===== src/rtl/mem_arbiter.sv =====
// Two-port round-robin arbiter sharing one MMU port between the CPU (port 0)
// and a secondary bus master (port 1); registers the winning request and returns read data.
module mem_arbiter #(
  parameter int AW     = 16,
  parameter int DW     = 32,
  parameter int RD_LAT = 2
) (
  input  logic          clk,
  input  logic          nRst,
  input  logic          req0,
  input  logic [AW-1:0] addr0,
  input  logic [DW-1:0] wdata0,
  input  logic          wren0,
  output logic [DW-1:0] rdata0,
  output logic          ack0,
  output logic          stall0,
  input  logic          req1,
  input  logic [AW-1:0] addr1,
  input  logic [DW-1:0] wdata1,
  input  logic          wren1,
  output logic [DW-1:0] rdata1,
  output logic          ack1,
  output logic          stall1,
  output logic [AW-1:0] mem_addr,
  output logic [DW-1:0] mem_data,
  output logic          mem_wren,
  input  logic [DW-1:0] mem_q,
  input  logic          mem_stall,
  output logic          busy
);

  typedef enum logic {IDLE, ACCESS} state_t;

  localparam logic [3:0] LAT_LAST = 4'(RD_LAT - 1);

  state_t     state;
  logic [3:0] lat_cnt;
  logic       owner;
  logic       last_grant;
  logic       win1;

  // Port 1 wins when alone, or on a tie when port 0 was granted last.
  always_comb begin
    win1 = req1 & (~req0 | ~last_grant);
  end

  assign stall0 = req0 & ~ack0;
  assign stall1 = req1 & ~ack1;
  assign busy   = (state != IDLE);

  always_ff @(posedge clk or negedge nRst) begin
    if (!nRst) begin
      state      <= IDLE;
      mem_addr   <= '0;
      mem_data   <= '0;
      mem_wren   <= 1'b0;
      ack0       <= 1'b0;
      ack1       <= 1'b0;
      rdata0     <= '0;
      rdata1     <= '0;
      lat_cnt    <= '0;
      last_grant <= 1'b1;
      owner      <= 1'b0;
    end else begin
      ack0 <= 1'b0;
      ack1 <= 1'b0;
      case (state)
        IDLE: begin
          // The ack cycle is the mandatory bubble: the acked requester may
          // still be showing its old request, so nothing is granted then.
          if ((req0 | req1) && !(ack0 | ack1)) begin
            owner      <= win1;
            last_grant <= win1;
            mem_addr   <= win1 ? addr1  : addr0;
            mem_data   <= win1 ? wdata1 : wdata0;
            mem_wren   <= win1 ? wren1  : wren0;
            lat_cnt    <= '0;
            state      <= ACCESS;
          end
        end
        ACCESS: begin
          if (!mem_stall) begin
            if (mem_wren) begin
              mem_wren <= 1'b0;
              ack0     <= ~owner;
              ack1     <= owner;
              state    <= IDLE;
            end else if (lat_cnt == LAT_LAST) begin
              if (owner) rdata1 <= mem_q;
              else       rdata0 <= mem_q;
              ack0  <= ~owner;
              ack1  <= owner;
              state <= IDLE;
            end else begin
              lat_cnt <= lat_cnt + 4'd1;
            end
          end
        end
        default: state <= IDLE;
      endcase
    end
  end

endmodule


===== config.mk =====
export PLATFORM = sky130hd
export DESIGN_NAME = mem_arbiter
export DESIGN_NICKNAME = d
export VERILOG_FILES = /design/src/rtl/mem_arbiter.sv
export SDC_FILE = /design/constraint.sdc
export NUM_CORES = 1
export LEC_CHECK = 0
export ABC_AREA = 1
export BUFFER_PORTS_ARGS = -buffer_cell sky130_fd_sc_hd__clkbuf_2
export CORE_MARGIN = 2
export CORE_UTILIZATION = 46
export DETAILED_ROUTE_END_ITERATION = 7
export PLACE_DENSITY = 0.81
export SYNTH_ARGS = -nofsm -noshare
export SYNTH_HDL_FRONTEND = slang
export SYNTH_SLANG_ARGS = --single-unit

===== constraint.sdc =====
create_clock -name clk -period 1.9 [get_ports clk]
set_clock_uncertainty 0.2 [all_clocks]
set_input_delay 0 -clock clk [delete_from_list [all_inputs] [get_ports clk]]
set_output_delay 0 -clock clk [all_outputs]
set_load 0.02 [all_outputs]

==> metrics, run 1 <==
max-slew violation count 0; Max-slew headroom about three quarters; reg-to-reg slack, setup between 0.07 and 0.08 ns; chip height approximately 110 um; row count 40; # nets final around 1200; Initial DRC Count a little under 600; Setup Crit Path Kind register to register; gr ovfl total 0; Synthesized Nets between 800 and 900; R2R Path End mem_addr[0]; CTS max path bufs 2; DP Wirelength ~10000 um; root buffer cell clkbuf_16; measured slew at the worst slew-check pin approximately 0.35 ns; final hold vios 0; drt drc 0; cells on worst reg2reg path 7; total power draw ~13000 uW; Synth warnings 0; die area 13000 um^2; CTS Sinks approximately 120; Initial Util a little under half; f_max 547 MHz; max cap viols 0; Fin Setup TNS 0 ns; Crit. End Element register; #FFs+latches synth around 120; pin count of the biggest net entering global routing 80; Mapped Cells 675; Ant. Diodes 0; Distinct cells, synth 19; first-pass GRT wire length 32000 um; Final Critical Period 1.83 ns; worst-skew pair later-pin latency 0.40 ns; vias in the first global route approximately 6400; Clock Pin Slew Worst Setup and Hold Paths 0.06 ns; Critical Path Fanout Max 51; Worst setup SP type register; htree depth 4; crit path DAT around 1.9 ns; post-DR vias/cell between 5 and 6; CP required 1.97 ns; TritonCTS clock tree done; status finished clean; Post-Syn Area per Cell about 8.3 um^2; Detailed Route WL just over 20000 um; layout cells sized above 1 about a third; Layout area overhead 60.1%; maximum VDD drop around 0.00080 V; GPL Wtd Cong 0.839; worst hold-check path type input pin to async pin; Mapped Area 5580 um^2; Post-CTS Setup Inserts 0; RSZ-0062 raised after global routing no; part of the cycle the worst path needs between 90% and 100%; Leak about 0.0050 uW; PortBufs ~250; Worst R2R Start last_grant; all-layer global routing usage 31.6%; vias approximately 6300; CTS Buf Count 17; Seq/Total Area, Yosys ~55%; Core Box Area 11900 um^2; # IOs 253; initial antenna violation count 0; wire length per cell 16.8 um; DIE WIDTH 114 um; first-pass iteration count of the detailed router 7; Final setup viols 0; Pwr Density 1460 nW/um^2; post-route ant nets 0
==> power breakdown <==
group	switching [uW]	internal [uW]	total, uW	leakage (uW)
sequential	736	3740	4480	0.00155
combinational	3740	1930	5670	0.00322
clock	1080	1790	2870	0.000258
total	5560	7460	13000	0.00503
==> stage by stage <==
| stage | std cells | cell area, um^2 | util (%) | hold slack, ns | setup WS, ns |
|---|---|---|---|---|---|
| 4_1_cts | 1216 | 8940 | 75.0 | 0.00695 | 0.222 |
| 5_1_grt | 1216 | 8940 | 75.0 | 0.0226 | 0.0589 |
| 3_3_place_gp | 1049 | 7030 | 59.0 | -0.209 | 0.298 |
| 2_1_floorplan | 675 | 5580 | - | -0.496 | 0.271 |
| 6_report | 1216 | 8940 | 75.0 | 0.0310 | 0.0719 |
| 3_5_place_dp | 1049 | 7030 | 59.0 | -0.206 | 0.239 |
==> layer usage <==
metal / track usage (%) / share of wire, % / vias up
met3: 9.21 / 9.7 / 120
met5: 0 / 0 / -
met4: 20.0 / 6.0 / 0
li1: - / - / 2860
met1: 35.6 / 36 / 2877
met2: 52.7 / 48 / 445
==> sequential cells by signal, indices dropped and copies added (netlist names) <==
signal      flops
busy            1
mem_data       32
last_grant      1
ack1            1
owner           1
ack0            1
rdata0         32
rdata1         32
mem_addr       16
mem_wren        1
lat_cnt         4
==> kinds of logic (layout without fill, tap and decap cells) <==
group | count (synthesis) | count (layout) | share of synthesized area (%)
simple gates | 308 | 308 | 22.3
xor+xnor | 1 | 1 | 0.157
fa+ha+maj | 2 | 2 | 0.448
flops | 122 | 122 | 54.7
buf+inv | 127 | 521 | 9.89
compound gates | 115 | 115 | 12.5
==> cells in the final DEF (no fill, tap or decap), drive strengths merged, types with 2 or more instances in the layout <==
cell         netlist  layout
clkbuf            12     275
nand2            238     238
dlygate4sd3        0     135
dfrtp            121     121
o21ai            115     115
inv               88      88
nand3             56      56
buf               27      16
nor2              13      13
clkinv             0       4
clkinvlp           0       3
ha                 2       2
==> layout make-up <==
| type | instances | area, um^2 |
|---|---|---|
| fillers | 720 | 2970 |
| repair buffers | 402 | 2840 |
| clock inverters | 7 | 42.5 |
| inverters | 88 | 330 |
| well taps | 147 | 184 |
| flip-flops and latches | 122 | 3050 |
| clock buffers | 24 | 492 |
| multi-input cells | 426 | 2000 |
==> worst max path at each step <==
stage | from | end | slack (ns) | depth (start not counted)
finish | last_grant | mem_addr[0] | 0.07 | 7
global route | last_grant | mem_addr[0] | 0.06 | 7
CTS | busy | rdata0[24] | 0.22 | 7
detailed placement | busy | rdata0[18] | 0.24 | 7
global placement | busy | rdata0[25] | 0.30 | 7
floorplan | busy | rdata0[19] | 0.27 | 7
==> synthesized netlist by cell type (all sizes together) <==
cell type,number,area (um^2)
nand2,238,901
dfrtp,121,3030
o21ai,115,696
inv,88,330
nand3,56,280
buf,27,176
nor2,13,56.3
clkbuf,12,45.0
ha,2,25.0
dfstp,1,26.3
or2,1,8.76
xnor2,1,8.76
==> worst max-delay path: stages, from the launching register on <==
cell and delay, ns:
dfstp_2 0.53, nand2_2 0.08, nand2_2 0.08, buf_12 0.25, nand2_1 0.13, nand2_1 0.09
inv_1 0.04, o21ai_0 0.30
==> what timing repair did <==
item                                    CTS  global route
endpoints found under the hold margin   243             0
endpoints found under the setup margin    0             0
gates resized for setup                   0             0
hold buffers                            136             0
(Power assumes the default switching activity.)
==> inputs of run 2 (changes only) <==
ABC_AREA = default   (was 1)
PLACE_DENSITY = 0.82   (was 0.81)
==> metrics, run 2 <==
status finished, violations left; failing checks setup timing; # IOs roughly 250; setup ws final -0.336 ns; Finished Core Util 81.6%; CTS max path bufs 2; CP required just under 2 ns; reg-to-reg slack, setup -0.34 ns; gr ovfl total 0; CTS Sinks 122; most common cell after layout, fill and taps aside clkbuf_2; max-slew violation count 0; Initial Util between 40% and 50%; #FFs+latches synth ~120; Crit. End Element register; wire length per cell around 21 um; commonest non-fill, non-tap cells in the layout clkbuf_2 (251), dlygate4sd3_1 (134), dfrtp_1 (120), mux2_2 (104), mux2_4 (53); pin count of the biggest net entering global routing ~120; Clock Pin Slew Worst Setup and Hold Paths around 0.060 ns; first-pass GRT wire length approximately 27000 um; Seq/Total Area, Yosys roughly 58%; Post-Syn Area per Cell 15.3 um^2; cell accounting for the most synthesized area dfrtp_1; final hold vios 0; Layout area overhead 75.1%; Leak between 0.004 and 0.005 uW; chip height 111 um; Top Registers mem_data: 32 flops, rdata0: 32 flops, rdata1: 32 flops; crit path DAT around 2.3 ns; measured slew at the worst slew-check pin a little under 0.7 ns; DP Wirelength approximately 9000 um; initial antenna violation count 0; layout cells sized above 1 62.3%; Setup Crit Path Kind register to register; Synthesized Nets 483; top cells by count, synth mux2_2 (157), dfrtp_1 (121); htree depth 4; Max-slew headroom 54.8%; worst-skew pair later-pin latency around 0.4 ns; Synth top area share a little under three fifths; total power draw around 15000 uW; multi-input combinational cell area approximately 2400 um^2; vias 4776; RSZ-0062 raised after global routing yes; final-layout fill cell count about 550; post-route ant nets 0; part of the cycle the worst path needs 118%; Reg area between 3000 and 4000 um^2; maximum VDD drop between 0.001 and 0.0015 V; DIE WIDTH about 110 um; # nets final between 900 and 1000; Core Box Area about 11000 um^2; max cap viols 0; CTS Buf Count 17; Pwr Density approximately 1600 nW/um^2; Top FF cell, synth dfrtp_1; f_max ~450 MHz; Distinct cells, synth 32; Initial DRC Count about 260; Synth warnings 0; row count 39; post-DR vias/cell 5.19; number of flops mapped to enable cells by yosys 0; TritonCTS clock tree done; Critical Path Fanout Max 8; Worst setup SP type register; drt drc 0; Synth async-reset ratio 100%; vias in the first global route approximately 5200; root buffer cell clkbuf_16; Mapped Area around 5300 um^2; PortBufs 252; most frequent cell after synthesis mux2_2; all-layer global routing usage 28.0%; worst hold-check path type input pin to async pin; Final Critical Period around 2.2 ns; Detailed Route WL around 19000 um; die area around 12000 um^2; synth top area cells dfrtp_1 (57%), mux2_2 (33%), buf_4 (0.71%); Ant. Diodes 0; GPL Wtd Cong about 0.86; first-pass iteration count of the detailed router 5; Final setup viols slightly above 60; Mapped Cells between 300 and 400
run 2: cell types whose count changed in the layout (fill, tap and decap cells not counted), moves of 4 or more:
cell,change
inv_1,-84
nor2_1,-9
clkinv_4,+5
clkbuf_16,+5
nand3_1,-54
buf_4,+11
a31oi_1,+4
mux2_2,+104
nand2_1,-229
o21ai_2,-32
mux2_4,+53
o21ai_0,-79
run 2: worst max-delay path, stage by stage, from the launching register on:
cell     delay [ns]
dfrtp_1        0.40
inv_2          0.09
ha_4           0.13
or3b_4         0.39
nor4_4         0.22
buf_6          0.18
buf_8          0.15
mux2_2         0.35
run 2: kinds of logic (layout without fill, tap and decap cells):
| group | Yosys count | count (layout) | synth area share, % |
|---|---|---|---|
| muxes | 162 | 162 | 34.5 |
| adders and majority gates | 2 | 2 | 0.474 |
| DFF | 122 | 122 | 57.9 |
| AOI/OAI and AO/OA | 15 | 15 | 1.87 |
| and+or+nand+nor | 24 | 24 | 2.89 |
| buffers and inverters | 21 | 453 | 2.39 |
run 2: worst paths after layout:
path	from	endpoint	cells past startpoint
min in group clk	mem_q[3]	rdata0[3]	3
max in group asynchronous	nRst	rdata1[28]	3
min	nRst	mem_data[21]	3
max reg2reg	lat_cnt[1]	rdata0[31]	7
max	lat_cnt[1]	rdata0[31]	7
min reg2reg	rdata0[2]	rdata0[2]	1
run 2: layer usage:
layer  track usage, %  vias up  wire [um]
met4             13.5        0        722
met2             48.4      263       9710
met3             8.42       61       1350
li1                 -     2094          -
met1             31.8     2358       7300
met5                0        -          0
run 2: power breakdown:
group	internal [uW]	leakage [uW]	switching [uW]
clock	2010	0.000286	1200
sequential	3910	0.00150	884
combinational	3450	0.00281	3680
total	9370	0.00459	5770
run 2: through the flow:
stage	hold WS, ns	cell area, um^2	TNS, ns	worst slack, ns	std cells
final	0.0149	9240	-11.51	-0.336	921
after global placement	-0.0703	6840	-5.46	-0.174	742
after detailed placement	-0.0620	6840	-7.76	-0.264	742
after CTS	-0.347	8780	-8.40	-0.273	907
after global routing	0.0902	9240	-14.74	-0.372	921
after floorplan	-0.496	5310	-6.91	-0.226	346
run 2: final cells by class:
class | count | share of cell area [%]
clock buffer | 19 | 4.90
clock inverter | 13 | 1.57
inverter | 3 | 0.122
multi-input combinational | 203 | 25.5
sequential | 122 | 33.1
tap | 143 | 1.94
timing repair buffer | 418 | 32.9
run 2: repair_timing:
| item | in CTS | in global routing |
|---|---|---|
| endpoints found under the hold margin | 243 | 2 |
| cloned | 0 | 7 |
| hold buffers | 133 | 1 |
| gates resized for setup | 2 | 63 |
| pin swaps | 0 | 3 |
| setup endpoints to repair | 33 | 82 |
| buffers inserted | 0 | 6 |
